`config.mk`:
```
export PLATFORM = sky130hd
export DESIGN_NAME = twiddle_seq_flat
export DESIGN_NICKNAME = d
export VERILOG_FILES = /design/src/rtl/twiddle_seq_if.sv /design/src/rtl/twiddle_seq.sv /design/src/flat_wrapper.sv
export SDC_FILE = /design/constraint.sdc
export NUM_CORES = 1
export LEC_CHECK = 0
export ABC_AREA = 1
export ABC_CLOCK_PERIOD_IN_PS = 1300
export BUFFER_PORTS_ARGS = -buffer_cell sky130_fd_sc_hd__clkbuf_2
export CORE_ASPECT_RATIO = 1.25
export CORE_MARGIN = 2
export CORE_UTILIZATION = 31
export CTS_BUF_LIST = sky130_fd_sc_hd__clkbuf_16
export DETAILED_ROUTE_END_ITERATION = 8
export PLACE_DENSITY = 0.55
export SLEW_MARGIN = 20
export SYNTH_ARGS = -nofsm -noshare
export SYNTH_HDL_FRONTEND = slang
export SYNTH_SLANG_ARGS = --single-unit
```
`constraint.sdc`:
```
create_clock -name clk -period 1.3 [get_ports clk]
set_clock_uncertainty 0.1 [all_clocks]
set_input_delay 0.195 -clock clk [delete_from_list [all_inputs] [get_ports clk]]
set_output_delay 0.195 -clock clk [all_outputs]
set_load 0.05 [all_outputs]
```
`src/rtl/twiddle_seq_if.sv`:
```
// Twiddle output stream between the sequencer and the butterfly engine.
//
// Handshake: an element transfers on a rising clk edge where tw_valid and
// tw_ready are both 1. Once tw_valid is raised, tw_re/tw_im/tw_idx and
// tw_valid itself hold steady until that transfer happens. tw_ready may be
// raised or lowered freely and does not depend on tw_valid.
interface twiddle_seq_if #(
  parameter int LOG2N = 3,
  parameter int TW_W  = 18
) ();
  logic                    tw_valid;
  logic                    tw_ready;
  logic signed [TW_W-1:0]  tw_re;
  logic signed [TW_W-1:0]  tw_im;
  logic [LOG2N-1:0]        tw_idx;

  modport master (
    output tw_valid,
    output tw_re,
    output tw_im,
    output tw_idx,
    input  tw_ready
  );

  modport slave (
    input  tw_valid,
    input  tw_re,
    input  tw_im,
    input  tw_idx,
    output tw_ready
  );
endinterface

```
`src/rtl/twiddle_seq.sv`:
```
// Twiddle-factor sequencer for an N = 2^LOG2N point FFT.
// Only the quarter-wave cosine table C[0..N/4] is stored; W_N^m is rebuilt
// from quadrant symmetry. A start pulse launches a strided index walk that
// streams one twiddle per cycle through a two-stage pipeline:
//   stage A: index counter register (a_valid / a_m)
//   stage B: table lookup + quadrant mux/negate, registered into tw_*
// Both stages advance together on en = !tw_valid || tw_ready.
module twiddle_seq #(
  parameter int LOG2N = 3,
  parameter int TW_W  = 18,
  parameter int FRAC  = 10
) (
  input  logic             clk,
  input  logic             rst,
  input  logic             start,
  input  logic [LOG2N-1:0] stride,
  input  logic [LOG2N:0]   count,
  input  logic             inv,
  output logic             busy,
  output logic             done,
  output logic [1:0]       state_dbg,
  twiddle_seq_if.master    tw
);

  localparam int N  = 1 << LOG2N;
  localparam int QN = N / 4;
  // Width able to hold table indices 0..QN inclusive.
  localparam int QW = LOG2N - 1;

  // Rounded (half away from zero) cos(2*pi*i/N) scaled by 2^FRAC.
  function automatic logic signed [TW_W-1:0] cos_entry(input int i);
    real ang;
    real scaled;
    ang    = 2.0 * 3.14159265358979323846 * real'(i) / real'(N);
    scaled = $cos(ang) * (2.0 ** real'(FRAC));
    if (scaled >= 0.0) begin
      return TW_W'($rtoi(scaled + 0.5));
    end else begin
      return TW_W'($rtoi(scaled - 0.5));
    end
  endfunction

  // Quarter-wave table, fixed at elaboration.
  logic signed [TW_W-1:0] cos_tab [0:QN];

  for (genvar g = 0; g <= QN; g++) begin : g_tab
    localparam logic signed [TW_W-1:0] C_VAL = cos_entry(g);
    assign cos_tab[g] = C_VAL;
  end

  typedef enum logic [1:0] {
    S_IDLE  = 2'd0,
    S_RUN   = 2'd1,
    S_DRAIN = 2'd2
  } state_t;

  state_t state_q;
  state_t state_d;

  // Parameters captured on the accepted start.
  logic [LOG2N-1:0] cfg_stride;
  logic [LOG2N:0]   cfg_count;
  logic             cfg_inv;

  // Stage A: next index to issue, elements issued so far, issued element.
  logic [LOG2N-1:0] next_m;
  logic [LOG2N:0]   issued;
  logic             a_valid;
  logic [LOG2N-1:0] a_m;

  logic en;
  logic load_cfg;
  logic issue;
  logic finish;

  assign en        = !tw.tw_valid || tw.tw_ready;
  assign busy      = (state_q != S_IDLE);
  assign state_dbg = state_q;

  // FSM next-state: IDLE waits for start, RUN issues count indices,
  // DRAIN waits until the last element has left stage B.
  always_comb begin
    state_d  = state_q;
    load_cfg = 1'b0;
    issue    = 1'b0;
    finish   = 1'b0;
    unique case (state_q)
      S_IDLE: begin
        if (start) begin
          load_cfg = 1'b1;
          // count = 0 skips straight to DRAIN, which completes at once.
          state_d  = (count == '0) ? S_DRAIN : S_RUN;
        end
      end
      S_RUN: begin
        if (en) begin
          issue = 1'b1;
          if (issued == cfg_count - (LOG2N+1)'(1)) begin
            state_d = S_DRAIN;
          end
        end
      end
      S_DRAIN: begin
        // Stage A empty and stage B either empty or handing off now.
        if (en && !a_valid) begin
          finish  = 1'b1;
          state_d = S_IDLE;
        end
      end
      default: state_d = S_IDLE;
    endcase
  end

  // FSM state register.
  always_ff @(posedge clk or posedge rst) begin
    if (rst) begin
      state_q <= S_IDLE;
    end else begin
      state_q <= state_d;
    end
  end

  // Parameter capture and stage A index counter.
  always_ff @(posedge clk or posedge rst) begin
    if (rst) begin
      cfg_stride <= '0;
      cfg_count  <= '0;
      cfg_inv    <= 1'b0;
      next_m     <= '0;
      issued     <= '0;
      a_valid    <= 1'b0;
      a_m        <= '0;
    end else begin
      if (load_cfg) begin
        cfg_stride <= stride;
        cfg_count  <= count;
        cfg_inv    <= inv;
        next_m     <= '0;
        issued     <= '0;
      end
      if (en) begin
        a_valid <= issue;
        if (issue) begin
          a_m    <= next_m;
          // Modulo-N wrap is plain truncation to LOG2N bits.
          next_m <= next_m + cfg_stride;
          issued <= issued + (LOG2N+1)'(1);
        end
      end
    end
  end

  logic [1:0]             quad;
  logic [QW-1:0]          r_idx;
  logic [QW-1:0]          rc_idx;
  logic signed [TW_W-1:0] c_r;
  logic signed [TW_W-1:0] c_rc;
  logic signed [TW_W-1:0] re_d;
  logic signed [TW_W-1:0] im_fwd;
  logic signed [TW_W-1:0] im_d;

  // Stage B combinational: quadrant symmetry applied to the two table reads.
  always_comb begin
    quad   = a_m[LOG2N-1 -: 2];
    r_idx  = QW'(a_m[LOG2N-3:0]);
    rc_idx = QW'(QN) - r_idx;
    c_r    = cos_tab[r_idx];
    c_rc   = cos_tab[rc_idx];
    re_d   = c_r;
    im_fwd = -c_rc;
    unique case (quad)
      2'd0: begin
        re_d   = c_r;
        im_fwd = -c_rc;
      end
      2'd1: begin
        re_d   = -c_rc;
        im_fwd = -c_r;
      end
      2'd2: begin
        re_d   = -c_r;
        im_fwd = c_rc;
      end
      default: begin
        re_d   = c_rc;
        im_fwd = c_r;
      end
    endcase
    // Two's complement negate keeps zero at zero.
    im_d = cfg_inv ? -im_fwd : im_fwd;
  end

  // Stage B output register; holds while the consumer stalls.
  always_ff @(posedge clk or posedge rst) begin
    if (rst) begin
      tw.tw_valid <= 1'b0;
      tw.tw_re    <= '0;
      tw.tw_im    <= '0;
      tw.tw_idx   <= '0;
    end else if (en) begin
      tw.tw_valid <= a_valid;
      if (a_valid) begin
        tw.tw_re  <= re_d;
        tw.tw_im  <= im_d;
        tw.tw_idx <= a_m;
      end
    end
  end

  // Completion pulse, one cycle after the final handshake.
  always_ff @(posedge clk or posedge rst) begin
    if (rst) begin
      done <= 1'b0;
    end else begin
      done <= finish;
    end
  end

endmodule

```
`src/flat_wrapper.sv`:
```
// flat-port wrapper written by rule: the top's interface ports become plain ports
module twiddle_seq_flat 
#(
  parameter int LOG2N = 3,
  parameter int TW_W  = 18,
  parameter int FRAC  = 10
)
  (clk, rst, start, stride, count, inv, busy, done, state_dbg, tw_tw_valid, tw_tw_re, tw_tw_im, tw_tw_idx, tw_tw_ready);
  twiddle_seq_if #(.LOG2N(LOG2N), .TW_W(TW_W)) tw_i ();
  input  logic clk;
  input  logic rst;
  input  logic start;
  input  logic [LOG2N-1:0] stride;
  input  logic [LOG2N:0] count;
  input  logic inv;
  output logic busy;
  output logic done;
  output logic [1:0] state_dbg;
  output wire logic [$bits(tw_i.tw_valid)-1:0] tw_tw_valid;
  output wire logic [$bits(tw_i.tw_re)-1:0] tw_tw_re;
  output wire logic [$bits(tw_i.tw_im)-1:0] tw_tw_im;
  output wire logic [$bits(tw_i.tw_idx)-1:0] tw_tw_idx;
  input wire logic [$bits(tw_i.tw_ready)-1:0] tw_tw_ready;
  assign tw_tw_valid = tw_i.tw_valid;
  assign tw_tw_re = tw_i.tw_re;
  assign tw_tw_im = tw_i.tw_im;
  assign tw_tw_idx = tw_i.tw_idx;
  assign tw_i.tw_ready = tw_tw_ready;
  twiddle_seq #(.LOG2N(LOG2N), .TW_W(TW_W), .FRAC(FRAC)) u_core (.clk(clk), .rst(rst), .start(start), .stride(stride), .count(count), .inv(inv), .busy(busy), .done(done), .state_dbg(state_dbg), .tw(tw_i));
endmodule
```
# Yosys cells after proc, flatten, opt, wreduce, memory -nomap -nowiden
# Index checks and enable logic that the tools add are counted.
[op_classes]
add_sub_neg = 7
bitwise = 2
n_mux = 27
n_reduce_logical = 11
order_cmp = 2
eq_ne = 9
[op_table]
columns = ["cell", "count"]
rows = [
  ["18-bit case mux with 3 select lines", 2],
  ["18-bit 2-to-1 mux", 5],
  ["18-bit binary-select mux with 2-bit select", 2],
  ["18-bit negator", 3],
  ["4-bit 2-to-1 mux", 3],
  ["2-bit 2-to-1 mux", 5],
  ["3-bit 2-to-1 mux", 3],
  ["3-bit greater-or-equal comparator, second input constant", 2],
  ["1-bit 2-to-1 mux", 6],
  ["2-bit by 1-bit != test with 1-bit output, second input constant", 3],
  ["2-bit case mux with 3 select lines", 1],
  ["4-bit by 1-bit adder with 4-bit output, second input constant", 1],
  ["2-bit by 1-bit == test with 1-bit output, second input constant", 2],
  ["2-bit == test, second input constant", 2],
  ["4-bit == test", 1],
  ["2-bit logical NOT", 2],
  ["4-bit logical NOT", 1],
  ["2-bit AND reduction", 2],
  ["4-bit AND reduction", 1],
  ["4-bit by 1-bit subtractor with 4-bit output, second input constant", 1],
  ["3-bit adder", 1],
  ["1-bit inverter with 3-bit output", 1],
  ["2-bit inverter with 3-bit output", 1],
  ["1-bit logical NOT", 2],
  ["other kinds (5)", 5],
]
[totals]
word_cells = 71
output_inout_bits = 44
inputBits = 12
regBits = 62

# Longest topological paths before layout
# Gate-level depths: netlist of the first run.
[logic_depth]
depth_word = 9
ltp_mapped = 11
mapped_depth_nobuf = 11

# Least setup slack after synthesis of the first run
# No wires, ideal clock.
[synth_timing]
path_type = "flip-flop to flip-flop"
startpoint = "register u_core.state_q[1] (netlist: u_core.state_dbg[1])"
endpoint = "register u_core.state_q[1] (netlist: u_core.state_dbg[1])"
synth_period_minus_slack_ps = 1724
setup_slack_ps = -424
stages_incl_launch_ff = 7
arrival_time_ps = 1504
setup_time_ps = 120
n_path_buf = 0
required_ps = 1080
cell_sequence = "dfrtp_1 -> nor2_1 -> inv_1 -> o21ai_0 -> inv_1 -> nand3_1 -> nand2_1"
[synth_between]
elab_chain_len = 3
elab_cells_between_ends = 9
classes_between = "6 x eq/ne; 1 x mux; 2 x reduce/logical"
[synth_lines]
columns = ["element", "line_no", "rtl"]
rows = [
  ["from (decl)", "twiddle_seq.sv:57", "state_t state_q;"],
  ["from (signal assigned)", "twiddle_seq.sv:119", "state_q <= state_d;"],
  ["2-bit == test (tied with other cells)", "twiddle_seq.sv:87", "unique case (state_q)"],
  ["2-bit by 1-bit != test with 1-bit output (no line) or 2-bit != test (tied branches)", "n/a", ""],
  ["4-bit AND reduction (no line)", "n/a", ""],
]
# Parallel ways exist; a longest one is shown, timed or not.
# A chain may end at the register's enable or synchronous reset.

# Final worst setup path of the first run
[layout_timing]
startpoint = "register u_core.state_q[0] (netlist: u_core.state_dbg[0])"
endpoint = "output busy"
[layout_between]
elab_chain_len = 1
[layout_lines]
columns = ["element", "line_no", "rtl"]
rows = [
  ["2-bit nonzero test", "twiddle_seq.sv:77", "assign busy = (state_q != S_IDLE);"],
  ["to (decl)", "flat_wrapper.sv:16", "output logic busy;"],
]
# No other way between the ends.

==> results of run 1 <==
-- logic make-up (layout without fill, tap and decap cells) --
kind of cell / Yosys count / count (layout)
buffers and inverters: 56 / 131
adder cells (fa/ha/maj): 5 / 5
XOR/XNOR: 4 / 4
AO/OA/AOI/OAI: 39 / 39
other: 1 / 4
AND/OR/NAND/NOR: 91 / 91
flip-flops: 40 / 40
multiplexers: 4 / 4
-- worst max path at each step --
stage               depth (start not counted)                               to  slack (ps)
floorplan                                   7   u_core.tw.tw_im[4]$_DFFE_PP0P_         -60
global placement                            8  u_core.state_dbg[0]$_DFFE_PP0P_         -40
detailed placement                          9  u_core.state_dbg[0]$_DFFE_PP0P_         -80
CTS                                         4                             busy        -140
global route                                4                             busy        -190
finish                                      4                             busy        -140
-- sequential cells by signal (all words and copies together) (netlist names) --
name / count
u_core.done: 1
u_core.tw.tw_re: 5
u_core.issued: 4
u_core.tw.tw_im: 9
u_core.a_valid: 1
u_core.next_m: 3
u_core.cfg_inv: 1
u_core.tw.tw_idx: 3
u_core.state_dbg: 2
u_core.tw.tw_valid: 1
u_core.cfg_stride: 3
u_core.a_m: 3
u_core.cfg_count: 4
-- timing repair --
| action | CTS | global route |
|---|---|---|
| endpoints found under the hold margin | 40 | 0 |
| gates resized for setup | 43 | 23 |
| endpoints found under the setup margin | 32 | 35 |
| hold buffers | 1 | 0 |
| setup buffers | 6 | 9 |
| pin swaps | 8 | 9 |
-- per-stage QoR --
stage,TNS [ps],setup slack [ps],cells,util
detailed placement,-589.7,-78.70,381,0.3839
global placement,-321.8,-40.16,381,0.3839
finish,-567.8,-135.0,405,0.4588
floorplan,-609.0,-62.68,243,-
global route,-2020,-187.2,405,0.4588
CTS,-683.3,-137.5,396,0.4376
-- placed cells by master, fill, tap and decap left out, drive strengths merged, types with 3 or more instances in the layout --
cell type	count
a21oi	10
buf	45
clkbuf	52
clkinv	3
conb	4
dfrtp	40
ha	4
inv	30
mux2	3
nand2	60
nand3	8
nor2	21
o21ai	26
xnor2	3
-- area by class of cell --
| cell class | count | area share |
|---|---|---|
| clock buffers | 5 | 0.04207 |
| clock inverters | 3 | 0.004628 |
| inverters | 30 | 0.03955 |
| repair buffers | 93 | 0.2415 |
| multi-input cells | 147 | 0.2966 |
| flip-flops and latches | 40 | 0.3391 |
| well taps | 87 | 0.03660 |
-- layer usage --
metal	part of all wire	up-vias
li1	-	892
met1	0.40	815
met2	0.54	40
met3	0.037	9
met4	0.020	0
met5	0	-
==> impl_metrics.ini, run 1 <==
[run_status]
status = finished with violations
violations = setup timing

[synth]
netlist.area_leader.share = 0.4875
synth-edff-count = 0
ys_seq_area_frac = 0.4875
yosysMostFrequentCell = nand2_1
synth_fa_ha_area_frac = 0.03413
yosys-top-cells-area = dfrtp_1 49%, nand2_1 10%, buf_4 8.8%, o21ai_0 5.4%, inv_1 4.9%
synth_compound_area_frac = 0.09994
synthMuxAreaShare = 0.02133
synth_cell_type_count = 27
synthTopCellsByCount = 56 x nand2_1, 40 x dfrtp_1, 27 x inv_1, 24 x buf_4, 22 x o21ai_0
ys.flop_type = dfrtp_1
synth-simple-area-share = 0.1877
synth-seq-cells = 40
synth_top_area_cell = dfrtp_1
synth_xor_area_frac = 0.01706
syn_area_per_cell_sq_um = 8.555
syn_inst = 240
synth_top_family_by_area = simple AND/OR/NAND/NOR gates
async_flop_share = 1.000
synth_area_sq_mm = 0.002053
ys_warn_count = 0

[cells_and_area]
layout-drive-gt1-share = 0.4686
design_area_sq_mm = 0.002974
diodes = 0
multi_input_area_sq_um = 882.1
register_area_sq_mm = 0.001008
finalNetCount = 334
fillers = 638
area_growth_pct = 44.85

[drt]
detail_route.wl_per_cell_um = 10.72
drc = 0
wl_um = 4342
drt-vias-per-instance = 4.336
dr.pass1.iters = 4
num_vias = 1756
dr.first_iter.drc_count = 40
ant_nets = 0

[clock_tree]
cts_max_level = 2
clockBufferDepth = 2
cts_root_buffer = clkbuf_16
path_clk_slew_ps = 60
numCtsBuffers = 5
cts_tree = done
cts_sinks = 40
insertion_delay_ps = 280

[hold_path]
hp-start = stride[2]
whs_endpoint = u_core.cfg_stride[2]$_DFFE_PP0P_
hold_depth = 2
hold_class = primary input to flop

[placement]
hpwl_um = 2981
place_area_sq_mm = 0.002489
portBuffers = 51
place.gp.congestion = 0.7538

[critical_path]
crit_buf_inv = 3
reg2reg_from = u_core.cfg_stride[0]$_DFFE_PP0P_
critPathMaxFanout = 2
reg2reg_to = u_core.next_m[1]$_DFF_PP0_
crit_start = u_core.state_dbg[0]$_DFFE_PP0P_
cp_cell_sequence = nor2_4 > buf_6 > inv_4 > clkbuf_16
critical_path_class = flop to output port
arrival_ps = 1140
max_stage_delay_ps = 420
reg2reg_depth = 4
crit_slowest_cell = dfrtp_2
endpoint_kind = output port
cp_top_family = flip-flops
reg2reg_slack_ps = -50
cp.required_ps = 1000
start_kind = flop

[sta]
hold_viol_final = 0
setup_slack_ps = -135.0
fin_crit_sh = 1.104
setup_violations = 13
period_needed_ps = 1435
max_freq_mhz = 696.9
hold_slack_ps = 48.98
rsz0062_at_grt = true
slew_violations = 0

[die]
io-pin-count = 56
rows = 33
core_area_sq_mm = 0.006482
die_h_um = 94.99
die_w_um = 76.79
start_util = 0.3167
fp.dieArea_sq_mm = 0.007294

[global_routing]
grt_overflow = 0
use_met3 = 0.02677
antenna_found_initial = 0
globalRouteMet2Util = 0.2266
grt_max_degree = 41
grt_use_total = 0.1201
grt_first_pass_wirelength_um = 7024
grt_pass1_vias = 1649
busiest_layer = met2
use_met1 = 0.1291

[flow_run]
maxCapViolations = 0
Power of run 1 is not shown: default switching activity piles up to over one toggle a cycle in this logic, so the estimate is an artifact.
==> run 2, diff against run 1 <==
--- a/config.mk
+++ b/config.mk
@@ -6,14 +6,14 @@
 export NUM_CORES = 1
 export LEC_CHECK = 0
 export ABC_AREA = 1
-export ABC_CLOCK_PERIOD_IN_PS = 1300
+export ABC_CLOCK_PERIOD_IN_PS = 1500
 export BUFFER_PORTS_ARGS = -buffer_cell sky130_fd_sc_hd__clkbuf_2
 export CORE_ASPECT_RATIO = 1.25
 export CORE_MARGIN = 2
 export CORE_UTILIZATION = 31
 export CTS_BUF_LIST = sky130_fd_sc_hd__clkbuf_16
 export DETAILED_ROUTE_END_ITERATION = 8
-export PLACE_DENSITY = 0.55
+export PLACE_DENSITY = 0.53
 export SLEW_MARGIN = 20
 export SYNTH_ARGS = -nofsm -noshare
 export SYNTH_HDL_FRONTEND = slang
==> constraint.sdc (replaced) <==
create_clock -name clk -period 1.5 [get_ports clk]
set_clock_uncertainty 0.1 [all_clocks]
set_input_delay 0.225 -clock clk [delete_from_list [all_inputs] [get_ports clk]]
set_output_delay 0.225 -clock clk [all_outputs]
set_load 0.05 [all_outputs]
==> impl_metrics.ini, run 2 (synthesis results as in run 1) <==
[drt]
ant_nets = 0
dr.pass1.iters = 4
wl_um = 3950
drc = 0
drt-vias-per-instance = 4.269
detail_route.wl_per_cell_um = 10.42
dr.first_iter.drc_count = 75
num_vias = 1618

[placement]
post-place-ws_ps = 73.42
hpwl_um = 2878
place.gp.congestion = 0.7264
portBuffers = 51
place_area_sq_mm = 0.002326

[die]
die_h_um = 94.99
core_area_sq_mm = 0.006482
fp.dieArea_sq_mm = 0.007294
die_w_um = 76.79
rows = 33
io-pin-count = 56
start_util = 0.3167

[critical_path]
crit_slowest_cell = dfrtp_2
endpoint_kind = output port
cp_cell_sequence = nor2_4 > buf_4 > inv_2 > clkbuf_8
max_stage_delay_ps = 430
critPathMaxFanout = 3
cp.required_ps = 1170
start_kind = flop
arrival_ps = 1140
critical_path_class = flop to output port

[cells_and_area]
area_growth_pct = 27.97
layout_commonest_cell = nand2_1
layout-drive-gt1-share = 0.3459
finalNetCount = 308
design_area_sq_mm = 0.002628
diodes = 0
largest_register_ffs = 9
reg.largest.list = u_core.tw.tw_im: 9 flops, u_core.tw.tw_re: 5 flops
regMostFlops = u_core.tw.tw_im
finish.utilization = 0.4053
final_cell_mix = 55 x nand2_1, 50 x clkbuf_2, 36 x dfrtp_1, 22 x inv_1, 20 x o21ai_0

[sta]
period_needed_ps = 1468
setup_slack_ps = 32.44
hold_viol_final = 0
slew_violations = 0
fin_crit_sh = 0.9784
rsz0062_at_grt = true
setup_violations = 0
max_freq_mhz = 681.4

[clock_tree]
cts_sinks = 40
clockBufferDepth = 2
path_clk_slew_ps = 60
insertion_delay_ps = 280
cts_tree = done
cts_max_level = 2
numCtsBuffers = 5
cts_root_buffer = clkbuf_16

[global_routing]
grt_pass1_vias = 1547
grt_overflow = 0
antenna_found_initial = 0
grt_use_total = 0.1202
grt_first_pass_wirelength_um = 6982
grt_max_degree = 41

[run_status]
status = complete, no violations

[hold_path]
hold_class = primary input to flop

[flow_run]
maxCapViolations = 0
==> run 2: cell count changes in the layout (fill, tap and decap cells not counted), moves of 4 or more <==
cell and change:
nor2_1 +5, a21oi_1 +4, o21ai_1 -8, clkbuf_4 -9, buf_4 -19, buf_6 -7
o21ai_0 +11, nor2_2 -4, clkbuf_8 -4, clkbuf_2 +18
==> run 2: layer usage <==
| metal | wire length [um] | global-route usage | vias to the layer above | part of all wire |
|---|---|---|---|---|
| met2 | 2020 | 0.2142 | 39 | 0.51 |
| li1 | - | - | 829 | - |
| met4 | 39 | 0.03636 | 0 | 0.0099 |
| met5 | 0 | 0 | - | 0 |
| met3 | 155 | 0.03155 | 5 | 0.039 |
| met1 | 1735 | 0.1420 | 745 | 0.44 |
==> run 2: final cells by class <==
cell class                      count  area, sq um
Clock buffer                        5        125.1
Clock inverter                      3        90.09
Fill cell                         686         3855
Inverter                           30        112.6
Multi-Input combinational cell    147        785.8
Sequential cell                    40         1006
Tap cell                           87        108.9
Timing Repair Buffer               67        399.1
==> run 2: final timing paths <==
check,startpoint,endpoint,slack (ps),cells after the start
max,u_core.state_dbg[0]$_DFFE_PP0P_,busy,30,4
min,stride[1],u_core.cfg_stride[1]$_DFFE_PP0P_,70,2
max reg2reg,u_core.next_m[0]$_DFF_PP0_,u_core.next_m[2]$_DFF_PP0_,70,5
min reg2reg,u_core.tw.tw_im[2]$_DFFE_PP0P_,u_core.tw.tw_im[2]$_DFFE_PP0P_,380,2
max in group asynchronous,rst,u_core.tw.tw_valid$_DFFE_PP0N_,650,4
min in group asynchronous,rst,u_core.done$_DFF_PP0_,430,4
==> run 2: stage by stage <==
step,instances,setup TNS (ps),hold slack (ps)
2_1_floorplan,243,0,275.5
3_3_place_gp,365,0,179.5
3_5_place_dp,365,0,186.2
4_1_cts,375,0,70.64
5_1_grt,379,-37.35,66.59
6_report,379,0,72.03
==> run 2: worst max-delay path, delay by kind of cell, from the launching register on <==
kind,cells,cell delay [ps]
flip-flops,1,430
buffers and inverters,3,310
AND/OR/NAND/NOR,1,120
==> run 2: timing repair <==
action                     CTS  global route
setup endpoints to repair    1            10
hold buffers                 1             0
setup buffers                1             4
resized for setup            2            13
hold endpoints to repair    40             0
pin swaps                    0             4
Power of run 2 is left out for the same reason.
==> run 3, diff against run 2 <==
--- a/config.mk
+++ b/config.mk
@@ -10,10 +10,10 @@
 export BUFFER_PORTS_ARGS = -buffer_cell sky130_fd_sc_hd__clkbuf_2
 export CORE_ASPECT_RATIO = 1.25
 export CORE_MARGIN = 2
-export CORE_UTILIZATION = 31
-export CTS_BUF_LIST = sky130_fd_sc_hd__clkbuf_16
+export CORE_UTILIZATION = 50
 export DETAILED_ROUTE_END_ITERATION = 8
-export PLACE_DENSITY = 0.53
+export PLACE_DENSITY = 0.78
+export SETUP_SLACK_MARGIN = 0.02
 export SLEW_MARGIN = 20
 export SYNTH_ARGS = -nofsm -noshare
 export SYNTH_HDL_FRONTEND = slang
==> impl_metrics.ini, run 3 (synthesis results as in run 1) <==
[drt]
num_vias = 1637
drt-vias-per-instance = 4.745
ant_nets = 0
drc = 0
detail_route.wl_per_cell_um = 11.31
dr.pass1.iters = 4
wl_um = 3903
dr.first_iter.drc_count = 73

[global_routing]
busiest_layer = met2
grt_pass1_vias = 1433
grt_first_pass_wirelength_um = 6044
antenna_found_initial = 0
globalRouteMet2Util = 0.3073
grt_use_total = 0.1776
use_met1 = 0.2031
grt_max_degree = 41
use_met3 = 0.05772
grt_overflow = 0

[clock_tree]
path_clk_slew_ps = 80
clockBufferDepth = 2
cts_sinks = 40
numCtsBuffers = 5
cts_root_buffer = clkbuf_8
insertion_delay_ps = 300
cts_max_level = 2
cts_tree = done

[die]
die_h_um = 75.65
rows = 26
start_util = 0.5131
io-pin-count = 56
fp.dieArea_sq_mm = 0.004638
core_area_sq_mm = 0.004001
die_w_um = 61.32

[cells_and_area]
layout_commonest_cell = nand2_1
largest_register_ffs = 9
finish.utilization = 0.6144
final_cell_mix = 54 x nand2_1, 48 x clkbuf_2, 36 x dfrtp_1, 23 x inv_1, 21 x o21ai_0
diodes = 0
finalNetCount = 305
regMostFlops = u_core.tw.tw_im
area_growth_pct = 19.74
layout-drive-gt1-share = 0.3495
reg.largest.list = u_core.tw.tw_im: 9 flops, u_core.tw.tw_re: 5 flops

[critical_path]
critPathMaxFanout = 6
arrival_ps = 1120
reg2reg_slack_ps = 70
reg2reg_depth = 5
endpoint_kind = output port
max_stage_delay_ps = 460
start_kind = flop
reg2reg_to = u_core.next_m[2]$_DFF_PP0_
critical_path_class = flop to output port
reg2reg_from = u_core.next_m[0]$_DFF_PP0_
cp_cell_sequence = nor2_4 > inv_2 > buf_4
crit_slowest_cell = dfrtp_2
cp.required_ps = 1170

[sta]
slew_violations = 0
max_freq_mhz = 694.2
fin_crit_sh = 0.9604
setup_violations = 0
period_needed_ps = 1441
rsz0062_at_grt = true
hold_slack_ps = 55.82
hold_viol_final = 0

[run_status]
status = complete, no violations

[placement]
hpwl_um = 2705
portBuffers = 51
place.gp.congestion = 0.8506

[hold_path]
hold_class = primary input to flop
hp-start = stride[2]
hold_depth = 2
whs_endpoint = u_core.cfg_stride[2]$_DFFE_PP0P_

[flow_run]
maxCapViolations = 0
==> run 3: changes by cell type in the layout (fill, tap and decap cells not counted), sizes merged <==
cell	change
clkbuf	-3
clkinvlp	+1
bufinv	-2
clkinv	+1
==> run 3: repair_timing <==
action                                  4_1_cts  5_1_grt
hold endpoints to repair                     40        0
endpoints found under the setup margin        2       15
setup buffers                                 1        5
hold buffers                                  1        0
pin swaps                                     0        4
resized for setup                             2       17
==> run 3: worst max path at each step <==
stage / startpoint / end / slack [ps]
global route: u_core.cfg_count[0]$_DFFE_PP0P_ / u_core.state_dbg[0]$_DFFE_PP0P_ / -50
global placement: u_core.next_m[0]$_DFF_PP0_ / u_core.next_m[2]$_DFF_PP0_ / 100
detailed placement: u_core.cfg_count[0]$_DFFE_PP0P_ / u_core.state_dbg[0]$_DFFE_PP0P_ / 10
CTS: u_core.next_m[0]$_DFF_PP0_ / u_core.next_m[2]$_DFF_PP0_ / 20
floorplan: u_core.state_dbg[0]$_DFFE_PP0P_ / u_core.state_dbg[1]$_DFFE_PP0P_ / 70
finish: u_core.state_dbg[1]$_DFFE_PP0P_ / busy / 60
==> run 3: per-layer routing <==
| metal | up-vias | wire length (um) |
|---|---|---|
| met5 | - | 0 |
| met4 | 0 | 70 |
| met3 | 7 | 201 |
| met2 | 49 | 2009 |
| met1 | 755 | 1620 |
| li1 | 826 | - |
==> run 3: final cells by class <==
class / count / area, sq um
clock inverters: 3 / 42.54
clock buffers: 5 / 68.82
fillers: 371 / 1543
multi-input cells: 147 / 800.8
well taps: 56 / 70.07
inverters: 30 / 112.6
flip-flops and latches: 40 / 1006
repair buffers: 64 / 357.8
==> run 3: critical path: cells and delay by family, from the launching register on <==
family                 cells  cell delay (ps)
AND/OR/NAND/NOR            1              130
flip-flops                 1              460
buffers and inverters      2              230
==> run 3: per-stage QoR <==
step	setup slack, ps	setup TNS, ps	cells	area [sq um]
floorplan	65.04	0	243	2071
global placement	97.19	0	330	2245
detailed placement	14.62	0	330	2245
CTS	24.92	0	340	2381
global route	-46.14	-77.07	345	2459
finish	59.47	0	345	2459
Power of run 3 is left out for the same reason.
